--- config.mk ---
export PLATFORM = sky130hd
export DESIGN_NAME = alu_issue_ctrl
export DESIGN_NICKNAME = d
export VERILOG_FILES = /design/src/rtl/cpu_pkg.sv /design/src/rtl/alu_issue_ctrl_reg_file.sv /design/src/rtl/alu_issue_ctrl.sv
export SDC_FILE = /design/constraint.sdc
export NUM_CORES = 1
export LEC_CHECK = 0
export CORE_MARGIN = 5
export CORE_UTILIZATION = 35
export CTS_BUF_LIST = sky130_fd_sc_hd__clkbuf_4 sky130_fd_sc_hd__clkbuf_8
export DETAILED_ROUTE_END_ITERATION = 10
export RECOVER_POWER = 50
export SYNTH_ARGS = -nofsm -noshare
export SYNTH_HDL_FRONTEND = slang
export SYNTH_SLANG_ARGS = --single-unit
--- constraint.sdc ---
create_clock -name clk -period 3.7 [get_ports clk]
set_input_delay 0.925 -clock clk [delete_from_list [all_inputs] [get_ports clk]]
set_output_delay 0.925 -clock clk [all_outputs]
set_load 0.005 [all_outputs]
--- src/rtl/cpu_pkg.sv ---
// Shared definitions for the ALU issue stage: FSM states, opcode fields,
// PSR bit positions and the write-enable decode used at the EXEC->WB edge.
package cpu_pkg;

  typedef enum logic [1:0] {
    IDLE = 2'd0,
    EXEC = 2'd1,
    WB   = 2'd2
  } state_t;

  // op hi field, instr[15:12]
  localparam logic [3:0] OPH_RTYPE = 4'b0000;
  localparam logic [3:0] OPH_ADDI  = 4'b0101;
  localparam logic [3:0] OPH_ADDUI = 4'b0110;
  localparam logic [3:0] OPH_ADDCI = 4'b0111;
  localparam logic [3:0] OPH_SHIFT = 4'b1000;

  // op ext field, instr[7:4], for the register-register group
  localparam logic [3:0] EXT_AND  = 4'b0001;
  localparam logic [3:0] EXT_SUB  = 4'b1001;
  localparam logic [3:0] EXT_CMP  = 4'b1011;
  localparam logic [3:0] EXT_MOV  = 4'b1101;
  localparam logic [3:0] EXT_CMPU = 4'b1111;

  // op ext values that write back within the shift group
  localparam logic [3:0] SHX_0 = 4'b0000;
  localparam logic [3:0] SHX_4 = 4'b0100;
  localparam logic [3:0] SHX_8 = 4'b1000;
  localparam logic [3:0] SHX_B = 4'b1011;

  localparam int PSR_Z = 4;
  localparam int PSR_C = 3;
  localparam int PSR_F = 2;
  localparam int PSR_N = 1;
  localparam int PSR_L = 0;

  typedef struct packed {
    logic reg_we;
    logic psr_we;
  } wr_ctl_t;

  // Anything not listed is a NOP/WAIT and touches neither regs nor PSR.
  function automatic wr_ctl_t decode_wr(input logic [3:0] hi, input logic [3:0] ext);
    wr_ctl_t c;
    c = '0;
    case (hi)
      OPH_RTYPE: begin
        if (ext >= EXT_AND && ext <= EXT_SUB) begin
          c.reg_we = 1'b1;
          c.psr_we = 1'b1;
        end else if (ext == EXT_MOV) begin
          c.reg_we = 1'b1;
        end else if (ext == EXT_CMP || ext == EXT_CMPU) begin
          c.psr_we = 1'b1;
        end
      end
      OPH_ADDI, OPH_ADDUI, OPH_ADDCI: begin
        c.reg_we = 1'b1;
        c.psr_we = 1'b1;
      end
      OPH_SHIFT: begin
        if (ext == SHX_0 || ext == SHX_4 || (ext >= SHX_8 && ext <= SHX_B)) begin
          c.reg_we = 1'b1;
          c.psr_we = 1'b1;
        end
      end
      default: c = '0;
    endcase
    return c;
  endfunction

endpackage

--- src/rtl/alu_issue_ctrl_reg_file.sv ---
// 16 x 16 register file: two combinational operand ports, a debug port,
// one synchronous write port and a synchronous active-low clear.
module reg_file #(
  parameter int DATA_W   = 16,
  parameter int NUM_REGS = 16
) (
  input  logic              clk,
  input  logic              rst_n,
  input  logic              we,
  input  logic [3:0]        waddr,
  input  logic [DATA_W-1:0] wdata,
  input  logic [3:0]        raddr_a,
  output logic [DATA_W-1:0] rdata_a,
  input  logic [3:0]        raddr_b,
  output logic [DATA_W-1:0] rdata_b,
  input  logic [3:0]        dbg_addr,
  output logic [DATA_W-1:0] dbg_data
);

  logic [DATA_W-1:0] regs_q [NUM_REGS];

  always_ff @(posedge clk) begin
    if (!rst_n) begin
      for (int i = 0; i < NUM_REGS; i++) begin
        regs_q[i] <= '0;
      end
    end else if (we) begin
      regs_q[waddr] <= wdata;
    end
  end

  assign rdata_a  = regs_q[raddr_a];
  assign rdata_b  = regs_q[raddr_b];
  assign dbg_data = regs_q[dbg_addr];

endmodule

--- src/rtl/alu_issue_ctrl.sv ---
// Issue/writeback stage for the external combinational ALU: IDLE accepts an
// instruction, EXEC lets the ALU settle and captures its outputs, WB commits.
module alu_issue_ctrl
  import cpu_pkg::*;
#(
  parameter int DATA_W   = 16,
  parameter int NUM_REGS = 16
) (
  input  logic              clk,
  input  logic              rst_n,
  input  logic              instr_valid,
  input  logic [15:0]       instr,
  output logic              instr_ready,
  output logic [DATA_W-1:0] alu_a,
  output logic [DATA_W-1:0] alu_b,
  output logic [15:0]       alu_opcode,
  output logic              alu_cin,
  input  logic [DATA_W-1:0] alu_c,
  input  logic [4:0]        alu_flags,
  output logic [4:0]        psr,
  output logic              wb_valid,
  output logic [3:0]        wb_reg,
  output logic [DATA_W-1:0] wb_data,
  input  logic [3:0]        dbg_addr,
  output logic [DATA_W-1:0] dbg_data
);

  state_t            state_q;
  logic [15:0]       ir_q;
  logic [DATA_W-1:0] res_q;
  logic [4:0]        flg_q;
  logic [4:0]        psr_q;
  logic              reg_we_q;
  logic              psr_we_q;
  logic              ready_q;
  logic              wb_valid_q;
  wr_ctl_t           dec_d;
  logic              rf_we_d;

  assign dec_d   = decode_wr(ir_q[15:12], ir_q[7:4]);
  assign rf_we_d = (state_q == WB) && reg_we_q;

  reg_file #(
    .DATA_W  (DATA_W),
    .NUM_REGS(NUM_REGS)
  ) u_reg_file (
    .clk     (clk),
    .rst_n   (rst_n),
    .we      (rf_we_d),
    .waddr   (ir_q[11:8]),
    .wdata   (res_q),
    .raddr_a (ir_q[11:8]),
    .rdata_a (alu_a),
    .raddr_b (ir_q[3:0]),
    .rdata_b (alu_b),
    .dbg_addr(dbg_addr),
    .dbg_data(dbg_data)
  );

  always_ff @(posedge clk) begin
    if (!rst_n) begin
      state_q    <= IDLE;
      ir_q       <= '0;
      res_q      <= '0;
      flg_q      <= '0;
      psr_q      <= '0;
      reg_we_q   <= 1'b0;
      psr_we_q   <= 1'b0;
      ready_q    <= 1'b1;
      wb_valid_q <= 1'b0;
    end else begin
      case (state_q)
        IDLE: begin
          if (instr_valid && ready_q) begin
            ir_q    <= instr;
            ready_q <= 1'b0;
            state_q <= EXEC;
          end
        end
        EXEC: begin
          res_q      <= alu_c;
          flg_q      <= alu_flags;
          reg_we_q   <= dec_d.reg_we;
          psr_we_q   <= dec_d.psr_we;
          wb_valid_q <= dec_d.reg_we;
          state_q    <= WB;
        end
        WB: begin
          // Register write happens in reg_file on this same edge.
          if (psr_we_q) psr_q <= flg_q;
          wb_valid_q <= 1'b0;
          ready_q    <= 1'b1;
          state_q    <= IDLE;
        end
        default: begin
          wb_valid_q <= 1'b0;
          ready_q    <= 1'b1;
          state_q    <= IDLE;
        end
      endcase
    end
  end

  assign instr_ready = ready_q;
  assign alu_opcode  = ir_q;
  assign alu_cin     = psr_q[PSR_C];
  assign psr         = psr_q;
  assign wb_valid    = wb_valid_q;
  assign wb_reg      = ir_q[11:8];
  assign wb_data     = res_q;

endmodule
==> metrics.cfg <==
[global_route]
top_usage_layer = met2
grt_usage_pct = 21.14
grt_first_pass_wirelength_um = 83100
grtUsageMet3_pct = 7.345
grt-ovfl-total = 0
grt_pass1_vias = 12700
grt_use_met1_pct = 27.26
antenna_found_initial = 1
grt_util_met2_pct = 33.59
grt_start_max_net_pins = 65

[worst_setup_path]
cp-startpoint = dbg_addr[0]
cp-end-kind = output pin
critical_path_required_ns = 2.77
start_kind = input port
critPathKind = in -> out
regToRegStartpoint = state_q[1]
cp_data_arrival_time_ns = 2.70
cp_max_fo = 14

[timing]
rsz0062_at_grt = yes
maxSlewViolCount = 51
fin_ws_ns = 0.07477
worst_clock_skew_ns = 0.03852
hold_violations = 0
fmax_mhz = 275.8
tightest_slew_ns = 1.952
fin_crit_sh_pct = 97.98
maxSlewHeadroom_pct = -30.14
setup_viol = 0
min_period_ns = 3.625

[finish]
syn2layout_area_growth_pct = 22.94
fin_cells = 2108
drive_gt1_share_pct = 26.39
diodes = 0
n_fill_cell = 4302
fin_nets = 1498
register_area_sq_um = 8818
final_area_sq_um = 20730
fin_util_pct = 43.43
multi_input_area_sq_um = 7632

[clock_network]
insertion_delay_ns = 0.66
path_clk_slew_ns = 0.06
numClockSinks = 312
cts_root_buffer = clkbuf_8
cts.path.max_buffers = 3
cts_inserted_buffers = 54
cts_hold_buf = 0
cts_tree = built
htree_levels = 2

[floorplan]
start_util_pct = 35.32
die_h_um = 229.5
ios = 136
dieArea_sq_um = 52670
rows = 80
die_x_um = 229.5
coreArea_sq_um = 47750

[routing]
vias = 12450
via_per_inst = 5.908
ant_nets = 0
first_iter_violations = 1300
wl_per_cell_um = 27.40
totalWireLength_um = 57770
drc = 0
firstDrtPassIters = 5

[placement]
gp_congestion = 0.8329
placed_cells = 1993
place_ws_ns = -0.01243
port_buffers = 135
place_hpwl_um = 36670
placed_area_sq_um = 19390

[synthesis]
async_flop_share_pct = 0
ys.flop_type = edfxtp_1
yosys.area.top_type_share_pct = 45.58
yosys.area.top_type = edfxtp_1
synth.avg_cell_area_sq_um = 13.16
synth-warning-count = 0
synth_fp_nets = 1326
synth_area_leaders = edfxtp_1 (46%), mux4_2 (26%), dfxtp_1 (6.6%)
yosysSeqAreaShare_pct = 52.23
ys_seq_elements = 312
netlist_area_sq_um = 16860
yosys-top-cells-count = nor2_1 (264), edfxtp_1 (256), mux4_2 (192)
synth_cell_type_count = 31
synth_edf_count = 256
synth.most_common_cell = nor2_1
syn_inst = 1282

[min_path]
min_path_type = reg -> reg
min-delay-start = flg_q[3]

[pwr]
power.density_nw_per_um2 = 418.3
ir_drop_mv = 0.2811
power_mw = 8.672
p_leak_nw = 6.809

[flow_run]
drv_cap = 3

[status]
violations = max-capacitance violations, max-slew violations
status = finished with violations

[critical path, stage by stage]
cell             delay, ns
buf_4                 0.11
buf_12                0.16
buf_4                 0.14
mux4_2                0.49
a22oi_1               0.16
nand2_1               0.18
clkdlybuf4s50_1       0.51
[final cells by class]
cell class | count | area share, %
Clock buffer | 62 | 3.874
Clock inverter | 33 | 1.291
Multi-Input combinational cell | 851 | 36.81
Sequential cell | 312 | 42.53
Tap cell | 615 | 3.711
Timing Repair Buffer | 235 | 11.78
[placed cells by master (no fill, tap or decap), types with 8 or more instances in the layout]
cell type	Yosys	layout
a21boi_0	36	37
a22oi_1	96	81
a22oi_2	0	15
buf_12	0	24
buf_4	17	52
clkbuf_1	55	18
clkbuf_4	0	8
clkbuf_8	0	54
clkdlybuf4s50_1	0	118
clkinv_1	0	16
clkinv_2	0	9
dfxtp_1	56	52
dlymetal6s2s_1	0	11
edfxtp_1	256	256
mux4_2	192	192
nand2_1	188	187
nor2_1	264	262
nor2b_1	17	11
o21ai_0	24	16
o21ai_2	0	8
[final timing paths]
check                                                 to  slack (ns)  cells after the start
worst max-delay path                         dbg_data[6]        0.07                      7
worst max register to register  u_reg_file.regs_q[13][1]        0.54                      4
worst min register to register                  flg_q[3]        0.46                      2
worst min-delay path                            flg_q[3]        0.46                      2
[metal layers]
| metal | share of wire [%] | vias to the layer above | wire (um) |
|---|---|---|---|
| li1 | - | 5255 | - |
| met1 | 38 | 6273 | 21800 |
| met2 | 47 | 802 | 27000 |
| met3 | 12 | 124 | 6901 |
| met4 | 3.6 | 0 | 2071 |
| met5 | 0 | - | 0 |
[per-stage QoR]
step / setup TNS, ns / hold slack [ns]
after global placement: 0 / 0.4513
after detailed placement: -0.01243 / 0.4571
final: 0 / 0.4625
after CTS: -0.0006262 / 0.4658
after global routing: -0.09768 / 0.4876
after floorplan: 0 / 0.4361
[registers in the layout, indices dropped and copies added (netlist names), named ones only]
signal,flops
alu_opcode,16
flg_q,5
instr_ready,1
psr,5
psr_we_q,1
reg_we_q,1
state_q,2
u_reg_file.regs_q,256
wb_data,16
wb_valid,1
[kinds of logic (layout without fill, tap and decap cells)]
family,Yosys count,in the layout,share of synthesized area [%]
flops,312,312,52.23
simple gates,495,495,11.77
compound gates,159,159,6.722
mux,197,197,25.94
buf+inv,119,330,3.338
[what timing repair did]
item / 4_1_cts / 5_1_grt
setup buffers: 2 / 15
resized for setup: 8 / 33
pin swaps: 0 / 3
setup endpoints to repair: 21 / 25
cloned: 1 / 3
[power breakdown]
| part | leakage, nW | internal [mW] | switching, mW |
|---|---|---|---|
| sequential | 3.10 | 3.92 | 0.138 |
| combinational | 3.15 | 0.723 | 0.693 |
| clock | 0.555 | 1.73 | 1.47 |
| total | 6.81 | 6.38 | 2.30 |
(Power assumes the default switching activity.)
